File: src/rtl/picobus_loader.sv
// picobus_loader: streams a byte-wide program image into memory over the
// picorv32 native memory interface. It packs bytes little-endian into words
// and can read each word back to check it. The core is held in reset until
// the whole image has been written.
module picobus_loader #(
    parameter logic [31:0] BASE_ADDR      = 32'h0001_0000,
    parameter logic [31:0] MAX_BYTES      = 32'h0003_0000,
    parameter logic        VERIFY         = 1'b1,
    parameter int          TIMEOUT_CYCLES = 1024
) (
    input  logic        clk,
    input  logic        reset,
    input  logic        start,
    input  logic        in_valid,
    output logic        in_ready,
    input  logic [7:0]  in_data,
    input  logic        in_last,
    output logic        mem_valid,
    output logic        mem_instr,
    input  logic        mem_ready,
    output logic [31:0] mem_addr,
    output logic [31:0] mem_wdata,
    output logic [3:0]  mem_wstrb,
    input  logic [31:0] mem_rdata,
    output logic        cpu_resetn,
    output logic        busy,
    output logic        done,
    output logic        error,
    output logic [1:0]  error_code,
    output logic [15:0] word_count
);

    localparam int          TW         = $clog2(TIMEOUT_CYCLES + 1);
    localparam logic [31:0] LIMIT_ADDR = BASE_ADDR + MAX_BYTES;

    typedef enum logic [2:0] {
        S_IDLE,
        S_COLLECT,
        S_WRITE,
        S_READ,
        S_DONE,
        S_ERROR
    } state_t;

    state_t        state_reg, state_next;
    logic [31:0]   addr_reg;
    logic [31:0]   wdata_reg;
    logic [3:0]    wstrb_reg;
    logic [1:0]    idx_reg;
    logic          last_reg;
    logic [1:0]    err_code_reg;
    logic [15:0]   word_count_reg;
    logic [TW-1:0] tmo_reg;

    logic          err_set;
    logic [1:0]    err_val;
    logic          word_next;
    logic          start_ok;
    logic          accept;
    logic          at_limit;
    logic          on_bus;
    logic          tmo_hit;
    logic          mismatch;
    logic [3:0]    lane_sel;
    logic [31:0]   sel_bits;
    logic [31:0]   lane_mask;

    // Byte-lane expansion: the lane being filled, and the lanes that hold
    // collected data (only those take part in the read-back compare).
    assign lane_sel = 4'b0001 << idx_reg;
    generate
        for (genvar gi = 0; gi < 4; gi++) begin : g_lane
            assign sel_bits[8*gi +: 8]  = {8{lane_sel[gi]}};
            assign lane_mask[8*gi +: 8] = {8{wstrb_reg[gi]}};
        end
    endgenerate

    assign on_bus   = (state_reg == S_WRITE) || (state_reg == S_READ);
    assign at_limit = (addr_reg + {30'd0, idx_reg}) == LIMIT_ADDR;
    assign accept   = (state_reg == S_COLLECT) && in_valid && !at_limit;
    assign start_ok = start && ((state_reg == S_IDLE) || (state_reg == S_DONE) ||
                                (state_reg == S_ERROR));
    assign tmo_hit  = tmo_reg == TW'(TIMEOUT_CYCLES - 1);
    assign mismatch = |((mem_rdata ^ wdata_reg) & lane_mask);

    // State register.
    always_ff @(posedge clk) begin
        if (reset) state_reg <= S_IDLE;
        else       state_reg <= state_next;
    end

    // Next-state decode, plus error capture and word-advance strobes.
    always_comb begin
        state_next = state_reg;
        err_set    = 1'b0;
        err_val    = 2'b00;
        word_next  = 1'b0;
        case (state_reg)
            S_IDLE, S_DONE, S_ERROR: begin
                if (start) state_next = S_COLLECT;
            end
            S_COLLECT: begin
                if (in_valid && at_limit) begin
                    state_next = S_ERROR;
                    err_set    = 1'b1;
                    err_val    = 2'b11;
                end else if (accept && (idx_reg == 2'd3 || in_last)) begin
                    state_next = S_WRITE;
                end
            end
            S_WRITE: begin
                if (mem_ready) begin
                    if (VERIFY)        state_next = S_READ;
                    else if (last_reg) state_next = S_DONE;
                    else begin
                        state_next = S_COLLECT;
                        word_next  = 1'b1;
                    end
                end else if (tmo_hit) begin
                    state_next = S_ERROR;
                    err_set    = 1'b1;
                    err_val    = 2'b01;
                end
            end
            S_READ: begin
                if (mem_ready) begin
                    if (mismatch) begin
                        state_next = S_ERROR;
                        err_set    = 1'b1;
                        err_val    = 2'b10;
                    end else if (last_reg) begin
                        state_next = S_DONE;
                    end else begin
                        state_next = S_COLLECT;
                        word_next  = 1'b1;
                    end
                end else if (tmo_hit) begin
                    state_next = S_ERROR;
                    err_set    = 1'b1;
                    err_val    = 2'b01;
                end
            end
            default: state_next = S_IDLE;
        endcase
    end

    // Datapath: address, word assembly, counters and error code.
    always_ff @(posedge clk) begin
        if (reset) begin
            addr_reg       <= 32'd0;
            wdata_reg      <= 32'd0;
            wstrb_reg      <= 4'd0;
            idx_reg        <= 2'd0;
            last_reg       <= 1'b0;
            err_code_reg   <= 2'b00;
            word_count_reg <= 16'd0;
            tmo_reg        <= '0;
        end else begin
            if (start_ok) begin
                addr_reg       <= BASE_ADDR;
                wdata_reg      <= 32'd0;
                wstrb_reg      <= 4'd0;
                idx_reg        <= 2'd0;
                last_reg       <= 1'b0;
                err_code_reg   <= 2'b00;
                word_count_reg <= 16'd0;
            end
            if (accept) begin
                wdata_reg <= (wdata_reg & ~sel_bits) | ({4{in_data}} & sel_bits);
                wstrb_reg <= wstrb_reg | lane_sel;
                idx_reg   <= idx_reg + 2'd1;
                if (in_last) last_reg <= 1'b1;
            end
            if (state_reg == S_WRITE && mem_ready)
                word_count_reg <= word_count_reg + 16'd1;
            if (word_next) begin
                addr_reg  <= addr_reg + 32'd4;
                wdata_reg <= 32'd0;
                wstrb_reg <= 4'd0;
                idx_reg   <= 2'd0;
            end
            if (err_set) err_code_reg <= err_val;
            // The wait counter restarts whenever a new transaction begins.
            if (on_bus && state_next == state_reg) tmo_reg <= tmo_reg + TW'(1);
            else                                   tmo_reg <= '0;
        end
    end

    assign mem_valid  = on_bus;
    assign mem_instr  = 1'b0;
    assign mem_addr   = addr_reg;
    assign mem_wdata  = wdata_reg;
    assign mem_wstrb  = (state_reg == S_WRITE) ? wstrb_reg : 4'd0;
    assign in_ready   = (state_reg == S_COLLECT) && !at_limit;
    assign cpu_resetn = (state_reg == S_DONE);
    assign busy       = (state_reg == S_COLLECT) || on_bus;
    assign done       = (state_reg == S_DONE);
    assign error      = (state_reg == S_ERROR);
    assign error_code = err_code_reg;
    assign word_count = word_count_reg;

endmodule
File: config.mk
export PLATFORM = sky130hd
export DESIGN_NAME = picobus_loader
export DESIGN_NICKNAME = d
export VERILOG_FILES = /design/src/rtl/picobus_loader.sv
export SDC_FILE = /design/constraint.sdc
export NUM_CORES = 1
export LEC_CHECK = 0
export ABC_AREA = 1
export BUFFER_PORTS_ARGS = -buffer_cell sky130_fd_sc_hd__buf_2
export CAP_MARGIN = 20
export CORE_ASPECT_RATIO = 0.7
export CORE_MARGIN = 2
export CORE_UTILIZATION = 50
export CTS_BUF_LIST = sky130_fd_sc_hd__clkbuf_2
export CTS_CLUSTER_DIAMETER = 30
export CTS_CLUSTER_SIZE = 10
export DETAILED_ROUTE_END_ITERATION = 10
export MAX_ROUTING_LAYER = met4
export PLACE_DENSITY_LB_ADDON = 0.15
export SLEW_MARGIN = 15
export SYNTH_ARGS = -nofsm -noshare
export SYNTH_HDL_FRONTEND = slang
export SYNTH_SLANG_ARGS = --single-unit
File: constraint.sdc
create_clock -name clk -period 3.46 [get_ports clk]
set_input_delay 0.865 -clock clk [delete_from_list [all_inputs] [get_ports clk]]
set_output_delay 0.865 -clock clk [all_outputs]
set_load 0.05 [all_outputs]
# Word level (Yosys, flattened, before mapping)
# Cells that the tools add are included.
# totals
ff_bits,103
word_cells,95
# op_classes
eq_ne,9
bitwise_logic,8
n_reduce_logical,23
add_sub_neg,5
mux,40
n_shift,1
# op_table
cell,n
two-way mux 32 bit,4
bitwise AND 32 bit,3
adder 32 x 2 -> 32 bit,1
"adder 32 x 3 -> 32 bit, second input constant",1
"equality test 32 x 19 -> 1 bit, second input constant",1
two-way mux 16 bit,2
inverter 32 bit,1
OR 32 bit,1
OR reduction 32 bit,1
XOR 32 bit,1
two-way mux 3 bit,8
"adder 16 x 1 -> 16 bit, second input constant",1
two-way mux 1 bit,14
two-way mux 2 bit,6
two-way mux 4 bit,3
one-hot mux 3 bit (4 select lines),1
"adder 11 x 1 -> 11 bit, second input constant",1
"equality test 11 x 10 -> 1 bit, second input constant",1
logical AND 1 bit,8
nonzero test 2 bit,4
"equality test 3 x 2 -> 1 bit, second input constant",2
"equality test 3 bit, second input constant",2
one-hot mux 2 bit (3 select lines),1
logical OR 1 bit,5
other kinds (12),13

# Logic depth before layout (Yosys ltp)
# Gate-level depths: netlist of run 1.
# depth
depth_word,12
mapped_depth,15
mapped_depth_nobuf,14

# Least setup slack after synthesis of run 1
# OpenSTA, ideal clock, no wires.
# synth_timing
path_kind,reg-to-output
start,"register addr_reg[12], in the netlist mem_addr[12]"
end,output port in_ready
required_ps,2595
path_stages_with_launch,7
slack_ps,796
arrival_ps,1799
cell_sequence,dfxtp_1 -> inv_1 -> nand2_1 -> nor2_1 -> nand3_1 -> nor2_1 -> nor2_1
# synth_via
elab_chain_cells,4
# synth_lines
element,line_no,rtl
from (decl),46,logic [31:0] addr_reg;
from (signal assigned),177,addr_reg <= addr_reg + 32'd4;
adder 32 x 2 -> 32 bit,79,"assign at_limit = (addr_reg + {30'd0, idx_reg}) == LIMIT_ADDR;"
equality test 32 x 19 -> 1 bit,79,
logical NOT 1 bit,194,assign in_ready = (state_reg == S_COLLECT) && !at_limit;
logical AND 1 bit,194,
to (decl),15,"output logic in_ready,"
# No other way between the ends.

# Worst setup path in the final report of run 1
# layout_timing
start,register idx_reg[0]
end,output port in_ready
# layout_via
elab_chain_cells,4
# layout_lines
element,line_no,rtl
from (decl),49,logic [1:0] idx_reg;
from (signal assigned),171,idx_reg <= idx_reg + 2'd1;
adder 32 x 2 -> 32 bit,79,
equality test 32 x 19 -> 1 bit,79,
logical NOT 1 bit,194,
logical AND 1 bit,194,
# No other way between the ends.

==> results of run 1 <==
==> critical path: cells and delay by family, from the launching register on <==
kind	cells	cell delay, ns
and+or+nand+nor	4	0.50
buffers and inverters	3	0.43
DFF	1	0.40
adders and majority gates	1	0.21
==> placed cells by master, fill, tap and decap left out, types with 3 or more instances in the layout <==
cell type | netlist | routed
nand2_1 | 219 | 219
buf_2 | 12 | 135
inv_1 | 125 | 125
nor2_1 | 120 | 120
dfxtp_1 | 101 | 101
nand3_1 | 86 | 86
a21oi_1 | 43 | 43
mux2i_1 | 32 | 32
nor3_1 | 21 | 21
o21ai_0 | 14 | 14
xor2_1 | 13 | 13
nor2_4 | 12 | 12
nand4_1 | 12 | 12
clkbuf_2 | 0 | 11
nor2_2 | 9 | 9
inv_2 | 7 | 7
ha_1 | 7 | 7
buf_4 | 5 | 7
nand2_2 | 6 | 6
or2_0 | 5 | 5
nand3_2 | 4 | 4
a211oi_1 | 4 | 4
xnor2_1 | 4 | 4
clkinv_1 | 2 | 3
or2_2 | 3 | 3
o21ai_1 | 3 | 3
conb_1 | 1 | 3
clkinvlp_4 | 0 | 3
==> metal layers <==
layer / vias up / GRT usage (%)
met4: 0 / 5.73
met2: 184 / 36.5
met5: - / -
li1: 3139 / -
met3: 14 / 4.32
met1: 2677 / 38.7
==> cell usage after synthesis, types with 4 or more instances <==
cell,n
a211oi_1,4
a21oi_1,43
buf_2,12
buf_4,5
clkbuf_1,6
dfxtp_1,101
ha_1,7
inv_1,125
inv_2,7
mux2i_1,32
nand2_1,219
nand2_2,6
nand3_1,86
nand3_2,4
nand4_1,12
nor2_1,120
nor2_2,9
nor2_4,12
nor3_1,21
o21ai_0,14
or2_0,5
xnor2_1,4
xor2_1,13
==> logic make-up after synthesis <==
logic type	Yosys count
simple gates	515
buf+inv	160
flops	101
compound gates	75
mux	32
xor+xnor	17
fa+ha+maj	7
other cells	1
==> worst max path at each step <==
stage | startpoint | end | slack, ns | depth (start not counted)
after floorplan | mem_addr[12] | in_ready | 0.80 | 6
after global placement | mem_rdata[10] | mem_wdata[10] | 0.79 | 12
after detailed placement | mem_rdata[15] | mem_addr[18] | 0.73 | 14
after CTS | idx_reg[0] | in_ready | 0.45 | 8
after global routing | idx_reg[1] | in_ready | 0.31 | 8
final | idx_reg[0] | in_ready | 0.45 | 8
==> power breakdown <==
part           switching (mW)  total (mW)  internal, mW
clock network           0.393       0.486        0.0929
logic                   0.186       0.259        0.0736
registers              0.0114        1.19          1.18
==> through the flow <==
step / power (mW) / worst slack [ns] / instances / hold slack (ns) / cell area [um2]
detailed placement: 1.47 / 0.733 / 1183 / 0.447 / 6830
finish: 1.93 / 0.450 / 1198 / 0.467 / 6910
global placement: 1.46 / 0.794 / 1183 / 0.431 / 6830
floorplan: 1.38 / 0.796 / 910 / 0.418 / 6050
CTS: 1.95 / 0.451 / 1198 / 0.480 / 6910
global route: 2.02 / 0.311 / 1198 / 0.486 / 6910
==> cell type report <==
class                      instances  area (um2)
fill                            1186        4860
multi-input combinational        649        3380
sequential                       101        2020
timing repair buffer             142         728
inverter                         134         503
tap                              157         196
clock buffer                      11        55.1
clock inverter                     4        26.3
==> impl_metrics.py, run 1 <==
metrics = {
    "sta": {
        "slew-limit-headroom_pct": 65.3,
        "tightest_slew_ns": 0.520,
        "setup_viol": 0,
        "final_max_slew_viol_count": 0,
        "fin_crit_ns": 3.01,
        "setup-tns-final_ns": 0,
        "fmax_mhz": 332,
        "finalHoldViolCount": 0,
        "rsz0062_at_grt": "false",
        "min_period_over_period_pct": 87.0,
        "skew_ns": 0.0223,
    },
    "min_path": {
        "min_from": "tmo_reg[0]",
        "hp-class": "register to register",
        "hold_depth": 1,
        "min_to": "tmo_reg[0]",
    },
    "routing": {
        "dr.pass1.iters": 4,
        "wl_per_cell_um": 13.0,
        "drt_wl_total_um": 15600,
        "drc": 0,
        "wl_met1_um": 8180,
        "vias": 6014,
        "met2_length_um": 6200,
        "dr_wl_met3_um": 1030,
        "antenna_left": 0,
        "vias_per_cell": 5.02,
        "drt-initial-drc-count": 440,
        "topRoutingLayerUsed": "met4",
    },
    "global_route": {
        "grt_max_degree": 37,
        "grt_pass1_vias": 5201,
        "antenna_found_initial": 0,
        "grt.overflow.total": 0,
        "track_usage_pct": 25.9,
        "grt_pass1_wl_um": 25800,
    },
    "clocking": {
        "cts_hold_buf": 0,
        "clockRootBuffer": "clkbuf_2",
        "cts_resized": 0,
        "tritoncts": "built",
        "clk_latency_ns": 0.59,
        "cts_buffers": 9,
        "clock_tree.htree_level_count": 3,
        "path_clk_slew_ns": 0.26,
        "clock-sinks": 101,
        "clock_path_buffers": 2,
        "cts_setup_buffers": 0,
    },
    "power": {
        "cellLeakagePower_nw": 3.07,
        "powerDensity_nw_per_um2": 280,
        "ir_worst_vdd_v": 0.000160,
    },
    "synthesis": {
        "netlist_area_um2": 6050,
        "synthMuxAreaShare_pct": 5.30,
        "synth_edf_count": 0,
        "async_reset_ff_share_pct": 0,
        "netlist.top_cell.by_area": "dfxtp_1",
        "synth-compound-area-share_pct": 6.97,
        "syn_avg_cell_area_um2": 6.66,
        "synth.distinct_cells": 47,
        "synth-main-ff-cell": "dfxtp_1",
        "synth-xor-area-share_pct": 2.46,
        "yosys.area.top_type_share_pct": 33.4,
        "synth_warnings": 0,
        "synthAdderAreaFrac_pct": 1.45,
        "yosys.area_share.simple_pct": 39.5,
        "ys_seq_area_share_pct": 33.4,
        "synth_top_family_by_area": "simple AND/OR/NAND/NOR gates",
        "ys_ff_latch": 101,
        "synth_cells": 908,
        "ys_top_cells_by_area": "dfxtp_1, nand2_1, inv_1, nor2_1, nand3_1",
    },
    "critical_path": {
        "slowest_delay_ns": 0.40,
        "path_class": "register to output port",
        "crit_arrival_ns": 2.15,
        "reg2reg_slack_ns": 1.23,
        "crit_top_cell": "nor2_1",
        "worstReg2RegStart": "state_reg[0]",
        "cp_slowest_cell": "dfxtp_1",
        "startpoint_type": "register",
        "crit_chain": "inv_1 > ha_1 > inv_1 > nor2_1 > nand3_1 > nor2_1 > nor2_1 > buf_2",
        "worst-r2r-cell-count": 9,
        "crit_path_max_fanout": 4,
        "r2r-end": "mem_addr[12]",
        "cp.required_ns": 2.59,
        "end_kind": "output port",
    },
    "run_status": {
        "status": "complete, no violations",
    },
    "cells_and_area": {
        "nets": 1090,
        "drive_gt1_share_pct": 20.3,
        "syn_to_final_growth_pct": 14.2,
        "diodes": 0,
        "utilization_pct": 58.7,
        "largest_reg_flops": 32,
    },
    "die": {
        "die-width_um": 135,
        "initial_core_util_pct": 51.4,
        "dieArea_um2": 13000,
        "io_pins": 139,
        "placementRows": 33,
        "fp.dieH_um": 96.0,
        "design.core.area_um2": 11800,
    },
    "placement": {
        "io_buffer_count": 135,
        "routabilityCongestion": 0.903,
        "hpwlAfterDp_um": 12100,
    },
    "flow_run": {
        "drv_cap": 0,
    },
}
Note: power is estimated with default switching activity, not from simulation.
==> run 2, diff against run 1 <==
--- a/config.mk
+++ b/config.mk
@@ -10,7 +10,7 @@
 export CAP_MARGIN = 20
 export CORE_ASPECT_RATIO = 0.7
 export CORE_MARGIN = 2
-export CORE_UTILIZATION = 50
+export CORE_UTILIZATION = 60
 export CTS_BUF_LIST = sky130_fd_sc_hd__clkbuf_2
 export CTS_CLUSTER_DIAMETER = 30
 export CTS_CLUSTER_SIZE = 10
==> constraint.sdc (replaced) <==
create_clock -name clk -period 3.46 [get_ports clk]
set_input_delay 0.692 -clock clk [delete_from_list [all_inputs] [get_ports clk]]
set_output_delay 0.692 -clock clk [all_outputs]
set_load 0.02 [all_outputs]
==> impl_metrics.py, run 2 (synthesis gave the netlist of run 1 again) <==
metrics = {
    "global_route": {
        "grt_max_degree": 37,
        "grt.met2_usage_pct": 41.5,
        "grt_pass1_wl_um": 25100,
        "antenna_found_initial": 0,
        "use_met3_pct": 5.14,
        "grt_pass1_vias": 5183,
        "grt.overflow.total": 0,
        "track_usage_pct": 30.2,
        "grtUsageMet1_pct": 45.6,
        "grt.busiest_layer": "met1",
    },
    "routing": {
        "wl_per_cell_um": 13.4,
        "drt_wl_total_um": 15600,
        "drc": 0,
        "dr.pass1.iters": 5,
        "antenna_left": 0,
        "vias": 6106,
        "drt-initial-drc-count": 585,
        "vias_per_cell": 5.23,
    },
    "clocking": {
        "cts_setup_buffers": 0,
        "cts_hold_buf": 0,
        "clock_path_buffers": 2,
        "cts_resized": 0,
        "path_clk_slew_ns": 0.27,
        "clock_tree.htree_level_count": 3,
        "cts_buffers": 9,
        "tritoncts": "built",
        "clk_latency_ns": 0.61,
        "clockRootBuffer": "clkbuf_2",
        "clock-sinks": 101,
    },
    "cells_and_area": {
        "final_common_cell": "nand2_1",
        "diodes": 0,
        "drive_gt1_share_pct": 20.1,
        "mostFrequentLayoutCells": "nand2_1, buf_2, inv_1",
        "nFillCells": 874,
        "syn_to_final_growth_pct": 13.7,
        "nets": 1087,
        "stdcell_count": 1167,
        "largest_reg_flops": 32,
    },
    "min_path": {
        "min_from": "in_last",
        "min_to": "last_reg",
        "hold_depth": 3,
        "hp-class": "primary input to register",
    },
    "power": {
        "ir_worst_vdd_v": 0.000190,
        "powerDensity_nw_per_um2": 290,
        "finalPower_mw": 2.00,
        "cellLeakagePower_nw": 3.08,
    },
    "flow_run": {
        "drv_cap": 0,
    },
    "sta": {
        "min_period_over_period_pct": 80.7,
        "worst_slack_ns": 0.669,
        "fmax_mhz": 358,
        "tightest_slew_ns": 0.756,
        "setup_viol": 0,
        "slew-limit-headroom_pct": 49.5,
        "setup-tns-final_ns": 0,
        "final_max_slew_viol_count": 0,
        "finalHoldViolCount": 0,
        "skew_ns": 0.0384,
        "fin_crit_ns": 2.79,
        "whs_ns": 0.320,
        "rsz0062_at_grt": "false",
    },
    "critical_path": {
        "end_kind": "output port",
        "startpoint_type": "register",
        "cp.required_ns": 2.77,
        "r2r-end": "mem_addr[25]",
        "path_class": "register to output port",
        "worstReg2RegStart": "wstrb_reg[1]",
        "worst-r2r-cell-count": 9,
        "crit_path_max_fanout": 4,
        "crit_arrival_ns": 2.10,
        "reg2reg_slack_ns": 1.22,
    },
    "die": {
        "io_pins": 139,
        "dieArea_um2": 10900,
        "design.core.area_um2": 9760,
        "fp.dieH_um": 88.0,
        "initial_core_util_pct": 62.0,
        "placementRows": 30,
        "die-width_um": 124,
    },
    "run_status": {
        "status": "complete, no violations",
    },
    "placement": {
        "dp_slack_ns": 0.796,
        "dp.cells": 1151,
        "hpwlAfterDp_um": 11800,
        "io_buffer_count": 135,
        "routabilityCongestion": 0.950,
    },
}
run 2: per-stage QoR:
step | utilization (%) | instance area [um2]
floorplan | - | 6050
global placement | 69.3 | 6770
detailed placement | 69.3 | 6770
CTS | 70.5 | 6880
global route | 70.5 | 6880
finish | 70.5 | 6880
run 2: worst max-delay path by stage:
stage | cells after the start | startpoint | slack (ns) | to
final | 8 | idx_reg[0] | 0.67 | in_ready
after global routing | 8 | idx_reg[0] | 0.49 | in_ready
after CTS | 8 | idx_reg[0] | 0.64 | in_ready
after detailed placement | 12 | mem_rdata[5] | 0.80 | mem_addr[31]
after global placement | 12 | mem_rdata[5] | 0.92 | mem_addr[31]
after floorplan | 11 | mem_rdata[5] | 1.47 | mem_addr[13]
run 2: final cells by class:
type,count,area [um2],area share (%)
Timing Repair Buffer,139,706,10.3
Inverter,134,503,7.31
Tap cell,128,160,2.33
Multi-Input combinational cell,649,3380,49.1
Clock buffer,10,50.0,0.728
Clock inverter,6,61.3,0.891
Sequential cell,101,2020,29.4
run 2: power by group:
part | total, mW | internal, mW | switching [mW]
logic | 0.235 | 0.0722 | 0.162
clock network | 0.574 | 0.169 | 0.405
registers | 1.19 | 1.18 | 0.0116
total | 2.00 | 1.42 | 0.579
run 2: layer usage:
metal  share of wire, %  wire [um]
met4                1.0        161
met3                7.7       1210
met1                 52       8100
met2                 39       6150
met5                  0          0
run 2: critical path: stages, from the launching register on:
cell	delay [ns]
dfxtp_1	0.45
inv_1	0.10
ha_1	0.25
inv_1	0.17
nor2_1	0.08
nand3_1	0.08
nor2_1	0.06
nor2_1	0.14
buf_2	0.19
